File: config.mk
export PLATFORM = sky130hd
export DESIGN_NAME = mem_ctrl_flat
export DESIGN_NICKNAME = d
export VERILOG_FILES = /design/src/rtl/mem_ctrl_if.sv /design/src/rtl/mem_ctrl.sv /design/src/flat_wrapper.sv
export SDC_FILE = /design/constraint.sdc
export NUM_CORES = 1
export LEC_CHECK = 0
export CORE_ASPECT_RATIO = 1.2
export CORE_MARGIN = 1.5
export CORE_UTILIZATION = 50
export DETAILED_ROUTE_END_ITERATION = 10
export PLACE_DENSITY = 0.71
export SYNTH_ARGS = -nofsm -noshare
export SYNTH_HDL_FRONTEND = slang
export SYNTH_SLANG_ARGS = --single-unit
File: constraint.sdc
create_clock -name clock -period 5.1 [get_ports clock]
set_clock_uncertainty 0.1 [all_clocks]
set_input_delay 1.53 -clock clock [delete_from_list [all_inputs] [get_ports clock]]
set_output_delay 1.53 -clock clock [all_outputs]
set_load 0.005 [all_outputs]
File: src/rtl/mem_ctrl_if.sv
// Control-unit side request/response bundle for mem_ctrl: op handshake,
// address/data from the datapath and the completion pulse.
interface mem_ctrl_if #(
  parameter int DATA_BUS_WIDTH = 8,
  parameter int ADDR_WIDTH     = 16
) ();
  logic [1:0]                mem_ctrl_op;
  logic                      addr_sel;
  logic [ADDR_WIDTH-1:0]     addr;
  logic [DATA_BUS_WIDTH-1:0] bus_data_in;
  logic [DATA_BUS_WIDTH-1:0] bus_data_out;
  logic                      mem_op_done;

  modport master (
    output mem_ctrl_op, addr_sel, addr, bus_data_in,
    input  bus_data_out, mem_op_done
  );

  modport slave (
    input  mem_ctrl_op, addr_sel, addr, bus_data_in,
    output bus_data_out, mem_op_done
  );
endinterface

File: src/rtl/mem_ctrl.sv
// Byte read/write responder: turns one mem_ctrl_op request into a 40-bit
// SPI mode-0 frame to flash (PC) or RAM (MAR) and pulses mem_op_done.
module mem_ctrl #(
  parameter int DATA_BUS_WIDTH = 8,
  parameter int ADDR_WIDTH     = 16
) (
  input  logic       clock,
  input  logic       reset,
  mem_ctrl_if.slave  bus,
  output logic       spi_sck,
  output logic       spi_mosi,
  input  logic       spi_miso,
  output logic       flash_cs_n,
  output logic       ram_cs_n
);

  typedef enum logic [1:0] {
    MEM_NOP   = 2'd0,
    MEM_READ  = 2'd1,
    MEM_WRITE = 2'd2
  } mem_ctrl_op_e;

  typedef enum logic {
    ADDR_PC  = 1'b0,
    ADDR_MAR = 1'b1
  } addr_sel_e;

  typedef enum logic [1:0] {
    ST_IDLE  = 2'd0,
    ST_SHIFT = 2'd1,
    ST_DONE  = 2'd2,
    ST_REARM = 2'd3
  } state_e;

  state_e                    r_state, w_state;
  logic                      r_req_valid, w_req_valid;
  logic                      r_op_write, w_op_write;
  logic                      r_sel_ram, w_sel_ram;
  logic [39:0]               r_frame, w_frame;
  logic [5:0]                r_bit_cnt, w_bit_cnt;
  logic [7:0]                r_rx, w_rx;
  logic                      r_sck, w_sck;
  logic                      r_mosi, w_mosi;
  logic                      r_flash_cs_n, w_flash_cs_n;
  logic                      r_ram_cs_n, w_ram_cs_n;
  logic                      r_done, w_done;
  logic [DATA_BUS_WIDTH-1:0] r_data_out, w_data_out;

  logic                      w_op_read, w_op_wr;
  logic [23:0]               w_addr24;
  logic [7:0]                w_rx_next;

  assign w_op_read = (bus.mem_ctrl_op == MEM_READ);
  assign w_op_wr   = (bus.mem_ctrl_op == MEM_WRITE);
  assign w_addr24  = {{(24-ADDR_WIDTH){1'b0}}, bus.addr};
  assign w_rx_next = {r_rx[6:0], spi_miso};

  // Acceptance only latches the request; the frame launches on the following
  // edge, which gives chip select and the first MOSI bit their one-cycle lag.
  always_comb begin
    w_state      = r_state;
    w_req_valid  = r_req_valid;
    w_op_write   = r_op_write;
    w_sel_ram    = r_sel_ram;
    w_frame      = r_frame;
    w_bit_cnt    = r_bit_cnt;
    w_rx         = r_rx;
    w_sck        = r_sck;
    w_mosi       = r_mosi;
    w_flash_cs_n = r_flash_cs_n;
    w_ram_cs_n   = r_ram_cs_n;
    w_done       = 1'b0;
    w_data_out   = r_data_out;
    case (r_state)
      ST_IDLE: begin
        if (!r_req_valid) begin
          if (w_op_read || w_op_wr) begin
            w_req_valid = 1'b1;
            w_op_write  = w_op_wr;
            w_sel_ram   = (bus.addr_sel == ADDR_MAR);
            w_frame     = {(w_op_wr ? 8'h02 : 8'h03), w_addr24,
                           (w_op_wr ? bus.bus_data_in : 8'h00)};
          end
        end else begin
          w_req_valid = 1'b0;
          if (r_op_write && !r_sel_ram) begin
            w_state = ST_DONE;
            w_done  = 1'b1;
          end else begin
            w_state      = ST_SHIFT;
            w_flash_cs_n = r_sel_ram;
            w_ram_cs_n   = !r_sel_ram;
            w_sck        = 1'b0;
            w_mosi       = r_frame[39];
            w_bit_cnt    = 6'd39;
          end
        end
      end
      ST_SHIFT: begin
        if (!r_sck) begin
          w_sck = 1'b1;
        end else begin
          w_sck = 1'b0;
          w_rx  = w_rx_next;
          if (r_bit_cnt == 6'd0) begin
            w_state      = ST_DONE;
            w_done       = 1'b1;
            w_flash_cs_n = 1'b1;
            w_ram_cs_n   = 1'b1;
            w_mosi       = 1'b0;
            if (!r_op_write) w_data_out = w_rx_next;
          end else begin
            w_frame   = {r_frame[38:0], 1'b0};
            w_mosi    = r_frame[38];
            w_bit_cnt = r_bit_cnt - 6'd1;
          end
        end
      end
      ST_DONE: begin
        w_state = ST_REARM;
      end
      ST_REARM: begin
        if (!w_op_read && !w_op_wr) w_state = ST_IDLE;
      end
      default: w_state = ST_IDLE;
    endcase
  end

  always_ff @(posedge clock) begin
    if (!reset) begin
      r_state      <= ST_IDLE;
      r_req_valid  <= 1'b0;
      r_op_write   <= 1'b0;
      r_sel_ram    <= 1'b0;
      r_frame      <= '0;
      r_bit_cnt    <= '0;
      r_rx         <= '0;
      r_sck        <= 1'b0;
      r_mosi       <= 1'b0;
      r_flash_cs_n <= 1'b1;
      r_ram_cs_n   <= 1'b1;
      r_done       <= 1'b0;
      r_data_out   <= '0;
    end else begin
      r_state      <= w_state;
      r_req_valid  <= w_req_valid;
      r_op_write   <= w_op_write;
      r_sel_ram    <= w_sel_ram;
      r_frame      <= w_frame;
      r_bit_cnt    <= w_bit_cnt;
      r_rx         <= w_rx;
      r_sck        <= w_sck;
      r_mosi       <= w_mosi;
      r_flash_cs_n <= w_flash_cs_n;
      r_ram_cs_n   <= w_ram_cs_n;
      r_done       <= w_done;
      r_data_out   <= w_data_out;
    end
  end

  assign bus.bus_data_out = r_data_out;
  assign bus.mem_op_done  = r_done;
  assign spi_sck          = r_sck;
  assign spi_mosi         = r_mosi;
  assign flash_cs_n       = r_flash_cs_n;
  assign ram_cs_n         = r_ram_cs_n;

endmodule

File: src/flat_wrapper.sv
// flat-port wrapper written by rule: the top's interface ports become plain ports
module mem_ctrl_flat 
#(
  parameter int DATA_BUS_WIDTH = 8,
  parameter int ADDR_WIDTH     = 16
)
  (clock, reset, spi_sck, spi_mosi, spi_miso, flash_cs_n, ram_cs_n, bus_mem_ctrl_op, bus_addr_sel, bus_addr, bus_bus_data_in, bus_bus_data_out, bus_mem_op_done);
  mem_ctrl_if #(.DATA_BUS_WIDTH(DATA_BUS_WIDTH), .ADDR_WIDTH(ADDR_WIDTH)) bus_i ();
  input  logic clock;
  input  logic reset;
  output logic spi_sck;
  output logic spi_mosi;
  input  logic spi_miso;
  output logic flash_cs_n;
  output logic ram_cs_n;
  input wire logic [$bits(bus_i.mem_ctrl_op)-1:0] bus_mem_ctrl_op;
  input wire logic [$bits(bus_i.addr_sel)-1:0] bus_addr_sel;
  input wire logic [$bits(bus_i.addr)-1:0] bus_addr;
  input wire logic [$bits(bus_i.bus_data_in)-1:0] bus_bus_data_in;
  output wire logic [$bits(bus_i.bus_data_out)-1:0] bus_bus_data_out;
  output wire logic [$bits(bus_i.mem_op_done)-1:0] bus_mem_op_done;
  assign bus_i.mem_ctrl_op = bus_mem_ctrl_op;
  assign bus_i.addr_sel = bus_addr_sel;
  assign bus_i.addr = bus_addr;
  assign bus_i.bus_data_in = bus_bus_data_in;
  assign bus_bus_data_out = bus_i.bus_data_out;
  assign bus_mem_op_done = bus_i.mem_op_done;
  mem_ctrl #(.DATA_BUS_WIDTH(DATA_BUS_WIDTH), .ADDR_WIDTH(ADDR_WIDTH)) u_core (.clock(clock), .reset(reset), .bus(bus_i), .spi_sck(spi_sck), .spi_mosi(spi_mosi), .spi_miso(spi_miso), .flash_cs_n(flash_cs_n), .ram_cs_n(ram_cs_n));
endmodule
After elaboration in Yosys (flattened, before gate mapping)
Index checks and enable logic that the tools add are counted.

Muxes and demuxes: 42. $add $sub $neg: 1. Reductions and logical operators: 18. Eq/ne operators: 13. Bitwise operators: 2.

Operators by type and width (number): 40-bit 2-to-1 mux (4); 40-bit one-hot mux with 2 select lines (1); 6-bit 2-to-1 mux (4); 1-bit 2-to-1 mux (20); 5-bit AND reduction (3); 6-bit one-hot mux with 2 select lines (1); 4-bit AND reduction (3); 2-bit 2-to-1 mux (5); 2-bit by 1-bit != test with 1-bit output (second input constant) (5); 1-bit one-hot mux with 2 select lines (5); 8-bit 2-to-1 mux (1); 2-bit one-hot mux with 4 select lines (1); 2-bit equality test (second input constant) (3); 6-bit zero test (1); 2-bit != test (second input constant) (3); 3-bit AND reduction (2); 6-bit by 1-bit subtractor with 6-bit output (second input constant) (1); 2-bit by 1-bit equality test with 1-bit output (second input constant) (2); 1-bit zero test (3); 1-bit logical AND (2); 2-bit zero test (1); 1-bit NOT (2); 2-bit AND reduction (1); 2-bit nonzero test (1); 1-bit logical OR (1).

Logic and storage cells: 89. Input port bits: 30. Register bits: 71. Output and inout port bits: 13.

Longest topological paths before layout
Gate-level depths: netlist (run 1).

Word-level depth: 5. Depth in mapped cells: 9. Gate-level depth less buffers: 6.

Worst setup path before layout (run 1)
OpenSTA, ideal clock, no wires.

Path type: input port to flip-flop. Start point: input bus_mem_ctrl_op[0]. End point: register u_core.r_frame[10]. Library setup time: 0.086 ns. Path buffers: 2. Required time: 4.914 ns. Arrival: 2.935 ns. Cell stages on the path: 8. Setup slack: 1.980 ns. Path through: inv_1 -> ha_1 -> o21ai_0 -> and2_1 -> clkbuf_1 -> buf_2 -> a21oi_1 -> a211oi_1.

Word-level cells in the longest chain between the ends: 4. Elaborated cells on any way between the ends: 5. Classes of those cells: 3 x eq/ne; 2 x reduce/logical.

Ends and longest elaborated chain: start: declaration (RTL line flat_wrapper.sv:16) `input wire logic [$bits(bus_i.mem_ctrl_op)-1:0] bus_mem_ctrl_op;`; 2-bit by 1-bit equality test with 1-bit output / 2-bit equality test (equally long branches) (RTL line mem_ctrl.sv:53, mem_ctrl.sv:54); 1-bit logical OR * (RTL line mem_ctrl.sv:77) `if (w_op_read || w_op_wr) begin`; 2-bit by 1-bit != test with 1-bit output (no line) *; 5-bit AND reduction (no line) *; end signal: assignment (RTL line mem_ctrl.sv:149) `r_frame <= w_frame;`; end: declaration (RTL line mem_ctrl.sv:39) `logic [39:0] r_frame, w_frame;`.

Every way passes the cells marked *; elsewhere a longest branch is shown, timed or not. A chain may end at the register's enable or synchronous reset.

Worst setup path in the final report (run 1)
Start point: input bus_mem_ctrl_op[0]. End point: register u_core.r_frame[33].

Same word-level chain as after synthesis.

==> metrics.yaml, run 1 <==
max-slew-margin-rel_pct: 29.8
leakage_nw: 1.28
first_pass_iters: 4
worst-path-stages: 7
async_flop_share_pct: 0
die_h_um: 89.8
cp.arrival_ps: 3910
wl_mm: 6.74
switching_share_pct: 39.7
path_clk_slew_ps: 70
synth-seq-cells: 71
r2r-start: "u_core.r_state[1]"
busiest_layer: "met2"
synthToLayoutAreaGrowth_pct: 21.1
place.port_buffers: 42
max_freq_ghz: 0.266
grt.total_usage_pct: 21.3
wire_per_inst_um: 14.2
grt_use_met1_pct: 25.4
post-cts-setup-buffer-count: 0
ys_warn_count: 0
combPwrFrac_pct: 42.8
switching_power_w: 0.000913
crit_fanout: 26
avgViaCountPerCell: 5.71
drv_cap: 0
startpoint_type: "input pin"
period_needed_ps: 3750
final_cell_mix: "71 x dfxtp_1, 56 x a21oi_1, 42 x clkdlybuf4s50_1"
route.detailed.drc: 0
max_stage_delay_ps: 800
clk_latency_ps: 350
worstPathRequired_ps: 5250
hold_buffers: 0
timing.final.crit_share_pct: 73.6
fin_total_pwr_w: 0.00230
h-tree-depth: 3
regToRegSetupSlack_ps: 1930
cts_made_buffers: 9
initialDrtViolationCount: 173
drive_gt1_share_pct: 5.37
vdd_drop_max_mv: 0.281
worst_pin_slew_ps: 1050
rows: 31
final_common_cell: "dfxtp_1"
finalHoldViolCount: 0
met3_usage_pct: 3.81
detail-route-antenna-nets: 0
regToRegEndpoint: "u_core.bus.bus_data_out[1]"
dp_slack_ps: 1000
cts_num_sinks: 71
vias: 2701
maxSlewViolCount: 0
setup_violations: 0
power_frac_clock_pct: 23.2
syn-instance-count: 358
start_util_pct: 51.9
hold_class: "flip-flop to flip-flop"
place_congestion: 0.812
grt_max_degree: 63
layout_setup_ws_ps: 1350
die_area_um2: 6770
overflow: 0
final_core_util_pct: 62.9
endpoint: "u_core.r_frame[33]"
grtUsageMet2_pct: 35.6
diodes: 0
cts_tree: "done"
startpoint: "bus_mem_ctrl_op[0]"
internal-power_w: 0.00139
rsz0062_at_grt: "false"
placed_cells: 457
syn_avg_cell_area_um2: 8.77
ys.flop_type: "dfxtp_1"
reg2regPathDepth: 6
cp_top_family: "simple AND/OR/NAND/NOR gates"
grt_pass1_vias: 2613
antenna_found_initial: 0
root_buffer: "clkbuf_8"
synth.distinct_cells: 45
status: "finished clean"
dp_hpwl_mm: 4.29
worst_setup_path_end_kind: "flip-flop"
yosysSeqAreaShare_pct: 45.3
powerDensity_nw_per_um2: 605
core_um2: 6050
power_frac_seq_pct: 34.0
die_w_um: 75.3
syn_nets: 394
layout.nets: 422
final_cells: 473
nFillCells: 556
netlist_area_um2: 3140
grt_pass1_wl_mm: 11.4
critPathKind: "input pin to flip-flop"
crit_buf_inv: 2
ctsLongestPathBuffers: 2
synth_edf_count: 0
crit_slowest_cell: "and2_1"
io_pins: 43
cp_cell_sequence: "clkdlybuf4s50_1 -> inv_1 -> ha_1 -> o21ai_0 -> and2_1 -> a21oi_1 -> a311oi_1"
cts_resized: 0
setup_tns_ps: 0
logic make-up after synthesis:
| kind of cell | after synthesis | synth area share, % |
|---|---|---|
| AO/OA/AOI/OAI | 136 | 26.5 |
| XOR/XNOR | 1 | 0.279 |
| adder cells (fa/ha/maj) | 6 | 2.39 |
| buffers and inverters | 34 | 4.34 |
| flip-flops | 71 | 45.3 |
| multiplexers | 25 | 8.01 |
| AND/OR/NAND/NOR | 85 | 13.2 |
how the worst min path moves through the flow:
| stage | from | endpoint | slack [ps] | cells after the start |
|---|---|---|---|---|
| finish | u_core.r_frame[24] | u_core.r_frame[25] | 350 | 2 |
| global placement | u_core.r_frame[27] | u_core.r_frame[28] | 340 | 2 |
| floorplan | u_core.r_frame[24] | u_core.r_frame[25] | 330 | 2 |
| detailed placement | u_core.r_frame[37] | u_core.r_frame[38] | 340 | 2 |
| global route | u_core.r_frame[36] | u_core.r_frame[37] | 370 | 2 |
| CTS | u_core.r_frame[24] | u_core.r_frame[25] | 350 | 2 |
worst min-delay path: stages, from the launching register on:
cell and delay, ps:
dfxtp_1 310, nand2_1 50, a21oi_1 50
through the flow:
stage	instance area [µm²]	hold WS (ps)
after floorplan	3140	333
after global placement	3570	340
after detailed placement	3570	345
after CTS	3800	352
after global routing	3800	369
final	3800	350
flip-flops by register name (all words and copies together), names as in the netlist:
register                 cells
u_core.bus.bus_data_out      8
u_core.r_state               2
u_core.flash_cs_n            1
u_core.r_sel_ram             1
u_core.spi_sck               1
u_core.ram_cs_n              1
u_core.r_rx                  7
u_core.r_req_valid           1
u_core.bus.mem_op_done       1
u_core.r_frame              40
u_core.r_bit_cnt             6
u_core.r_op_write            1
u_core.spi_mosi              1
power by group through the flow:
stage / Combinational [W] / Clock [W] / Sequential (W)
3_5_place_dp: 0.000979 / 0 / 0.000792
3_3_place_gp: 0.000962 / 0 / 0.000790
4_1_cts: 0.000982 / 0.000545 / 0.000782
2_1_floorplan: 0.000792 / 0 / 0.000769
6_report: 0.000984 / 0.000534 / 0.000783
5_1_grt: 0.00110 / 0.000561 / 0.000798
layout make-up:
cell class	instances	area [µm²]	area share, %
clock inverter	6	109	2.86
tap	82	103	2.70
inverter	8	30.0	0.789
clock buffer	10	128	3.36
sequential	71	1420	37.4
multi-input combinational	253	1590	41.7
timing repair buffer	43	428	11.2
routing by layer:
layer / share of wire, % / vias to the layer above
met2: 49 / 50
met5: 0 / -
met4: 2.5 / 0
li1: - / 1357
met1: 46 / 1279
met3: 3.1 / 15
cells in the mapped netlist (all sizes together), types with 3 or more instances:
cell type	n	share of area (%)
clkbuf	17	2.0
mux2i	24	7.6
inv	8	0.96
o21a	5	1.2
buf	9	1.4
nor2	18	2.2
a22oi	7	1.7
nor3	4	0.64
a211oi	25	6.0
nand2	36	4.3
and2	3	0.60
a21oi	56	8.9
nor4	4	1.3
o31a	3	0.84
nand2b	7	1.4
o21ai	26	4.1
dfxtp	71	45
nor2b	3	0.60
ha	6	2.4
(Power assumes the default switching activity.)
==> run 2: changes to the inputs <==
Clock period 5.1 ns to 3.8 ns, I/O delays scaled along.
==> run 2 against run 1 <==
Against the previous run:
- cell count increased by 1.3%
- register-to-register slack got worse by 670 ps
- first-iteration DRC count fell by 14%
- sequential share of layout area fell by 0.13 points
- count of clock-buffer cells in the layout grew 2
- flip-flop and latch count did not move
- critical path depth up 1
- global-route usage shrank 0.36 points
- utilization is 0.23 points higher
- worst setup slack worse by 470 ps
- via count up 0.30%
- clock power increased by 19%
==> metrics.yaml, run 2 (synthesized netlist as in run 1, its figures left out) <==
powerDensity_nw_per_um2: 795
setup_tns_ps: 0
io_pins: 43
root_buffer: "clkbuf_8"
finalHoldViolCount: 0
antenna_found_initial: 0
grt_max_degree: 40
hold_class: "flip-flop to flip-flop"
period_needed_ps: 2920
largest_reg_flops: 40
die_w_um: 75.3
die_h_um: 89.8
crit_buf_inv: 3
rows: 31
max-slew-margin-rel_pct: 36.6
wire_per_inst_um: 13.9
detail-route-antenna-nets: 0
startpoint_type: "input pin"
drv_cap: 0
regToRegSetupSlack_ps: 1260
first_pass_iters: 4
worstPathRequired_ps: 3950
max_freq_ghz: 0.342
overflow: 0
h-tree-depth: 3
fin_total_pwr_w: 0.00303
grt_pass1_wl_mm: 11.3
vdd_drop_max_mv: 0.378
die_area_um2: 6770
vias: 2709
max_stage_delay_ps: 450
setup_violations: 0
cts_num_sinks: 71
hold_buffers: 0
cts_made_buffers: 9
core_um2: 6050
cp.arrival_ps: 3070
hold_depth: 2
timing.final.crit_share_pct: 76.8
crit_fanout: 26
initialDrtViolationCount: 148
min_from: "u_core.r_frame[34]"
place.port_buffers: 42
place_congestion: 0.864
worst_pin_slew_ps: 949
r2r-start: "u_core.r_state[1]"
final_cell_mix: "71 x dfxtp_1, 56 x a21oi_1, 42 x clkdlybuf4s50_1"
synthToLayoutAreaGrowth_pct: 21.6
clk_latency_ps: 340
ctsLongestPathBuffers: 2
diodes: 0
cts_tree: "done"
wl_mm: 6.65
grt.total_usage_pct: 21.0
top_register: "u_core.r_frame"
final_core_util_pct: 63.1
maxSlewViolCount: 0
route.detailed.drc: 0
final_common_cell: "dfxtp_1"
nFillCells: 564
grt_pass1_vias: 2540
holdWs_ps: 348
rsz0062_at_grt: "false"
worst_setup_path_end_kind: "flip-flop"
avgViaCountPerCell: 5.66
layout.nets: 428
post-cts-setup-buffer-count: 0
min_to: "u_core.r_frame[35]"
crit_slowest_cell: "clkdlybuf4s50_1"
regToRegEndpoint: "u_core.r_frame[14]"
drive_gt1_share_pct: 6.30
fin_area_um2: 3820
dp_hpwl_mm: 4.40
cp_top_family: "buffers and inverters"
critPathKind: "input pin to flip-flop"
leakage_nw: 1.29
place_area_um2: 3610
cp_cell_sequence: "clkdlybuf4s50_1 -> inv_1 -> ha_1 -> o21ai_0 -> and2_1 -> buf_4 -> a21oi_1 -> a311oi_1"
reg2regPathDepth: 7
start_util_pct: 51.9
cts_resized: 0
status: "finished clean"
path_clk_slew_ps: 70
## run 2: power breakdown
part / total [W] / internal, W / switching [W]
Clock: 0.000637 / 0.000368 / 0.000269
Combinational: 0.00135 / 0.000525 / 0.000822
Sequential: 0.00105 / 0.000931 / 0.000120
## run 2: cell type report
| cell class | count | area, µm² | share of cell area (%) |
|---|---|---|---|
| multi-input cells | 253 | 1590 | 41.5 |
| flip-flops and latches | 71 | 1420 | 37.2 |
| repair buffers | 49 | 473 | 12.4 |
| clock buffers | 12 | 135 | 3.54 |
| well taps | 82 | 103 | 2.69 |
| clock inverters | 4 | 70.1 | 1.84 |
| inverters | 8 | 30.0 | 0.787 |
## run 2: through the flow
step	cells	setup slack, ps
3_3_place_gp	463	571
5_1_grt	479	704
4_1_cts	479	890
6_report	479	880
2_1_floorplan	358	1070
3_5_place_dp	463	553
## run 2: how the worst max path moves through the flow
stage	start	end	slack, ps	cells past startpoint
floorplan	bus_mem_ctrl_op[0]	u_core.r_frame[10]	1070	8
global placement	bus_mem_ctrl_op[0]	u_core.r_frame[33]	570	8
detailed placement	bus_mem_ctrl_op[0]	u_core.r_frame[7]	550	8
CTS	bus_mem_ctrl_op[0]	u_core.r_frame[33]	890	8
global route	bus_mem_ctrl_op[0]	u_core.r_frame[8]	700	8
finish	bus_mem_ctrl_op[0]	u_core.r_frame[33]	880	8
## run 2: worst register-to-register path, delay by kind of cell, from the launching register on
family | cells | cell delay, ps
DFF | 1 | 340
adders and majority gates | 1 | 200
buffers and inverters | 2 | 520
and+or+nand+nor | 2 | 830
AOI/OAI and AO/OA | 2 | 420
## run 2: routing by layer
metal  part of all wire (%)  vias to the layer above  global-route usage, %
li1                       -                     1374                      -
met1                     47                     1269                   27.6
met2                     48                       55                   32.8
met3                    2.9                       11                   3.81
met4                    2.1                        0                   9.52
met5                      0                        -                      0
==> run 3: changes to the inputs <==
Settings changed: CORE_UTILIZATION 50 to 49, PLACE_DENSITY 0.71 to 0.72.
Clock period 3.8 ns to 2.6 ns, I/O delays scaled along.
==> run 3 against run 2 <==
Against the previous run:
- total power grew 47%
- worst setup slack worse by 690 ps
- sequential share of layout area is 1.1 points lower
- hold slack improved by 4.2 ps
- first-iteration DRC count is 6.8% lower
- count of clock-buffer cells in the layout is the same
- design area increased by 2.9%
- global-route usage is 0.52 points lower
==> metrics.yaml, run 3 (synthesized netlist as in run 1, its figures left out) <==
status: "finished clean"
route.detailed.drc: 0
fin_total_pwr_w: 0.00447
maxSlewViolCount: 0
root_buffer: "clkbuf_8"
holdWs_ps: 353
overflow: 0
finalHoldViolCount: 0
cts_tree: "done"
cp.arrival_ps: 2570
place.port_buffers: 42
setup_violations: 0
initialDrtViolationCount: 138
first_pass_iters: 4
grt_pass1_wl_mm: 11.6
max_freq_ghz: 0.415
critPathKind: "input pin to flip-flop"
worst_setup_path_end_kind: "flip-flop"
wire_per_inst_um: 13.8
antenna_found_initial: 0
rows: 31
r2r-start: "u_core.r_state[1]"
switching_share_pct: 40.8
detail-route-antenna-nets: 0
drive_gt1_share_pct: 9.31
die_h_um: 90.7
die_w_um: 76.1
wirelength_met1_mm: 3.06
max-slew-margin-rel_pct: 58.9
hold_buffers: 0
combPwrFrac_pct: 47.5
regToRegSetupSlack_ps: 380
wl_mm: 6.75
regToRegEndpoint: "u_core.bus.bus_data_out[0]"
timing.final.crit_share_pct: 92.8
rsz0062_at_grt: "false"
fin_area_um2: 3930
grt.total_usage_pct: 20.5
top_register: "u_core.r_frame"
startpoint: "bus_mem_ctrl_op[0]"
diodes: 0
vias: 2785
grt_pass1_vias: 2570
dp_hpwl_mm: 4.59
layout.nets: 439
die_area_um2: 6900
grt_max_degree: 27
cts_resized: 0
power_frac_seq_pct: 34.3
synthToLayoutAreaGrowth_pct: 25.1
io_pins: 43
worstPathRequired_ps: 2760
leakage_nw: 1.34
switching_power_w: 0.00182
endpoint: "u_core.r_frame[32]"
internal-power_w: 0.00265
cts_made_buffers: 9
powerDensity_nw_per_um2: 1140
highest_layer: "met4"
worst_pin_slew_ps: 612
startpoint_type: "input pin"
h-tree-depth: 3
avgViaCountPerCell: 5.68
largest_reg_flops: 40
crit_fanout: 26
start_util_pct: 51.2
place_congestion: 0.864
hold_class: "flip-flop to flip-flop"
post-cts-setup-buffer-count: 0
reg2regPathDepth: 8
drv_cap: 0
vdd_drop_max_mv: 0.504
wl_met3_um: 265
place_area_um2: 3740
path_clk_slew_ps: 70
cts_num_sinks: 71
final_cell_mix: "71 x dfxtp_1, 56 x a21oi_1, 42 x clkdlybuf4s50_1"
ctsLongestPathBuffers: 2
final_common_cell: "dfxtp_1"
power_frac_clock_pct: 18.2
clk_latency_ps: 350
period_needed_ps: 2410
wl_met2_mm: 3.29
core_um2: 6130
## run 3: cell types whose count changed in the layout (fill, tap and decap cells not counted), sizes merged
cell / previous run / this run
clkinvlp: 0 / 2
inv: 8 / 9
bufinv: 2 / 0
buf: 7 / 18
clkinv: 2 / 1
## run 3: routing by layer
metal / up-vias / track usage (%)
met3: 13 / 3.84
met5: - / 0
met2: 66 / 34.1
met1: 1310 / 25.2
met4: 0 / 10.2
li1: 1396 / -
## run 3: area by class of cell
| cell class | instances | area, µm² |
|---|---|---|
| tap | 82 | 103 |
| multi-input combinational | 253 | 1590 |
| inverter | 8 | 30.0 |
| fill | 576 | 2200 |
| timing repair buffer | 60 | 606 |
| clock buffer | 12 | 155 |
| clock inverter | 4 | 28.8 |
| sequential | 71 | 1420 |
## run 3: how the worst min path moves through the flow
stage / from / endpoint / slack, ps / cells after the start
after floorplan: u_core.r_frame[24] / u_core.r_frame[25] / 330 / 2
after global placement: u_core.r_frame[35] / u_core.r_frame[36] / 340 / 2
after detailed placement: u_core.r_frame[27] / u_core.r_frame[28] / 350 / 2
after CTS: u_core.r_frame[27] / u_core.r_frame[28] / 360 / 2
after global routing: u_core.r_frame[32] / u_core.r_frame[33] / 380 / 2
final: u_core.r_frame[27] / u_core.r_frame[28] / 350 / 2
## run 3: worst max-delay path: stages
cell             delay [ps]
clkdlybuf4s50_1         450
inv_1                    40
ha_1                    300
o21ai_0                 280
and2_1                  230
buf_12                  180
a21oi_1                  80
a211oi_1                230
## run 3: power by group through the flow
stage	clock (W)	combinational, W	sequential, W
after floorplan	0	0.00155	0.00151
after global placement	0	0.00209	0.00155
after detailed placement	0	0.00213	0.00155
after CTS	0.000832	0.00213	0.00153
after global routing	0.000870	0.00236	0.00156
final	0.000816	0.00212	0.00153
## run 3: stage by stage
stage	TNS, ps	std cells	setup slack (ps)	util, %
2_1_floorplan	0	358	230	-
3_3_place_gp	-4350	474	-132	61.1
3_5_place_dp	-5860	474	-170	61.1
4_1_cts	0	490	186	64.1
5_1_grt	0	490	1.09	64.1
6_report	0	490	188	64.1
==> patch (settings of run 1) <==
Encoding of `state_e`: now one-hot (4 bits for 4 states).
--- a/src/rtl/mem_ctrl.sv
+++ b/src/rtl/mem_ctrl.sv
@@ -27,7 +27,7 @@
 
-  typedef enum logic [1:0] {
-    ST_IDLE  = 2'd0,
-    ST_SHIFT = 2'd1,
-    ST_DONE  = 2'd2,
-    ST_REARM = 2'd3
+  typedef enum logic [3:0] {
+    ST_IDLE  = 4'b0001,
+    ST_SHIFT = 4'b0010,
+    ST_DONE  = 4'b0100,
+    ST_REARM = 4'b1000
   } state_e;
Function: same outputs for any inputs over 10 cycles, from zero or initial values and one cycle with reset low; not proved beyond that.
==> patch against run 1 <==
Register-to-register slack improved by 0.61 ns. Wire length fell by 4.4%. Non-clock buffer count grew 2. Utilization grew 0.81 points. Setup slack improved by 0.32 ns. Cell area rose by 1.9%. Synthesized area rose by 0.60%. Count of clock-buffer cells in the layout fell by 1. Global-route usage decreased by 0.65 points. Sequential cell count is 2 higher. Largest cell class unchanged. Highest routed layer unchanged.
Power is not compared: it rests on default switching activity, and its combinational part moved more than twofold at a synthesized area within 25%.
==> patch: results <==
metrics = {
    "route": {
        "wl_met1_microns": 2960,
        "met3WireLength_microns": 249,
        "vias": 2671,
        "wl_per_cell_microns": 13.4,
    },
    "critical_path": {
        "cp_max_fo": 49,
        "reg2reg_depth": 5,
        "critPathArrivalTime_ns": 3.57,
        "timing.rr.end": "u_core.r_frame[33]",
        "critPathSlowestCell": "clkdlybuf4s50_1",
        "slowest_delay_ns": 0.45,
    },
    "final_layout": {
        "seq_share_pct": 37.7,
        "n_all_inverters": 5,
        "n_all_buffers": 45,
        "fin_cells": 480,
        "nMultiInputCombCells": 260,
    },
    "logic_synthesis": {
        "ys_types": 41,
        "synth_top_cells_by_area": "dfxtp_1 46%, nand2_1 11%, o211a_1 8.2%",
        "synth_common_cells": "90 x nand2_1, 73 x dfxtp_1, 31 x nand3_1, 26 x o211a_1, 23 x a21boi_0",
        "yosysSeqAreaShare_pct": 46.3,
    },
    "sta": {
        "worst_slew_pin_slew_ns": 1.10,
        "hold_slack_ns": 0.364,
    },
    "global_route": {
        "grt_usage_pct": 20.7,
        "grt_pass1_vias": 2483,
        "grtUsageMet1_pct": 28.3,
        "use_met3_pct": 5.16,
        "grt_max_degree": 73,
    },
    "place": {
        "hpwl_microns": 4170,
        "placed_area_sq_um": 3600,
        "dp.cells": 465,
    },
    "clocking": {
        "clock-sinks": 73,
    },
    "run_status": {
        "status": "finished, final reports clean",
    },
}
==> patch: power breakdown <==
group	switching, mW	total, mW	internal, mW
Combinational	0.167	0.309	0.142
Sequential	0.0547	0.695	0.640
Clock	0.206	0.626	0.420
Total	0.428	1.63	1.20
==> patch: kinds of logic (layout without fill, tap and decap cells) <==
group	after synthesis	after routing	synth area share (%)
and+or+nand+nor	168	168	25.1
AOI/OAI and AO/OA	85	85	22.3
xor gates and xnor gates	3	3	0.832
DFF	73	73	46.3
muxes	2	2	0.634
adders and majority gates	2	2	0.792
buffers and inverters	30	65	4.08
==> patch: through the flow <==
step / total power [mW] / util (%) / setup slack, ns
finish: 1.63 / 63.7 / 1.67
CTS: 1.64 / 63.7 / 1.66
global route: 1.72 / 63.7 / 1.52
floorplan: 0.926 / - / 2.16
detailed placement: 1.02 / 59.1 / 1.30
global placement: 1.00 / 59.1 / 1.36
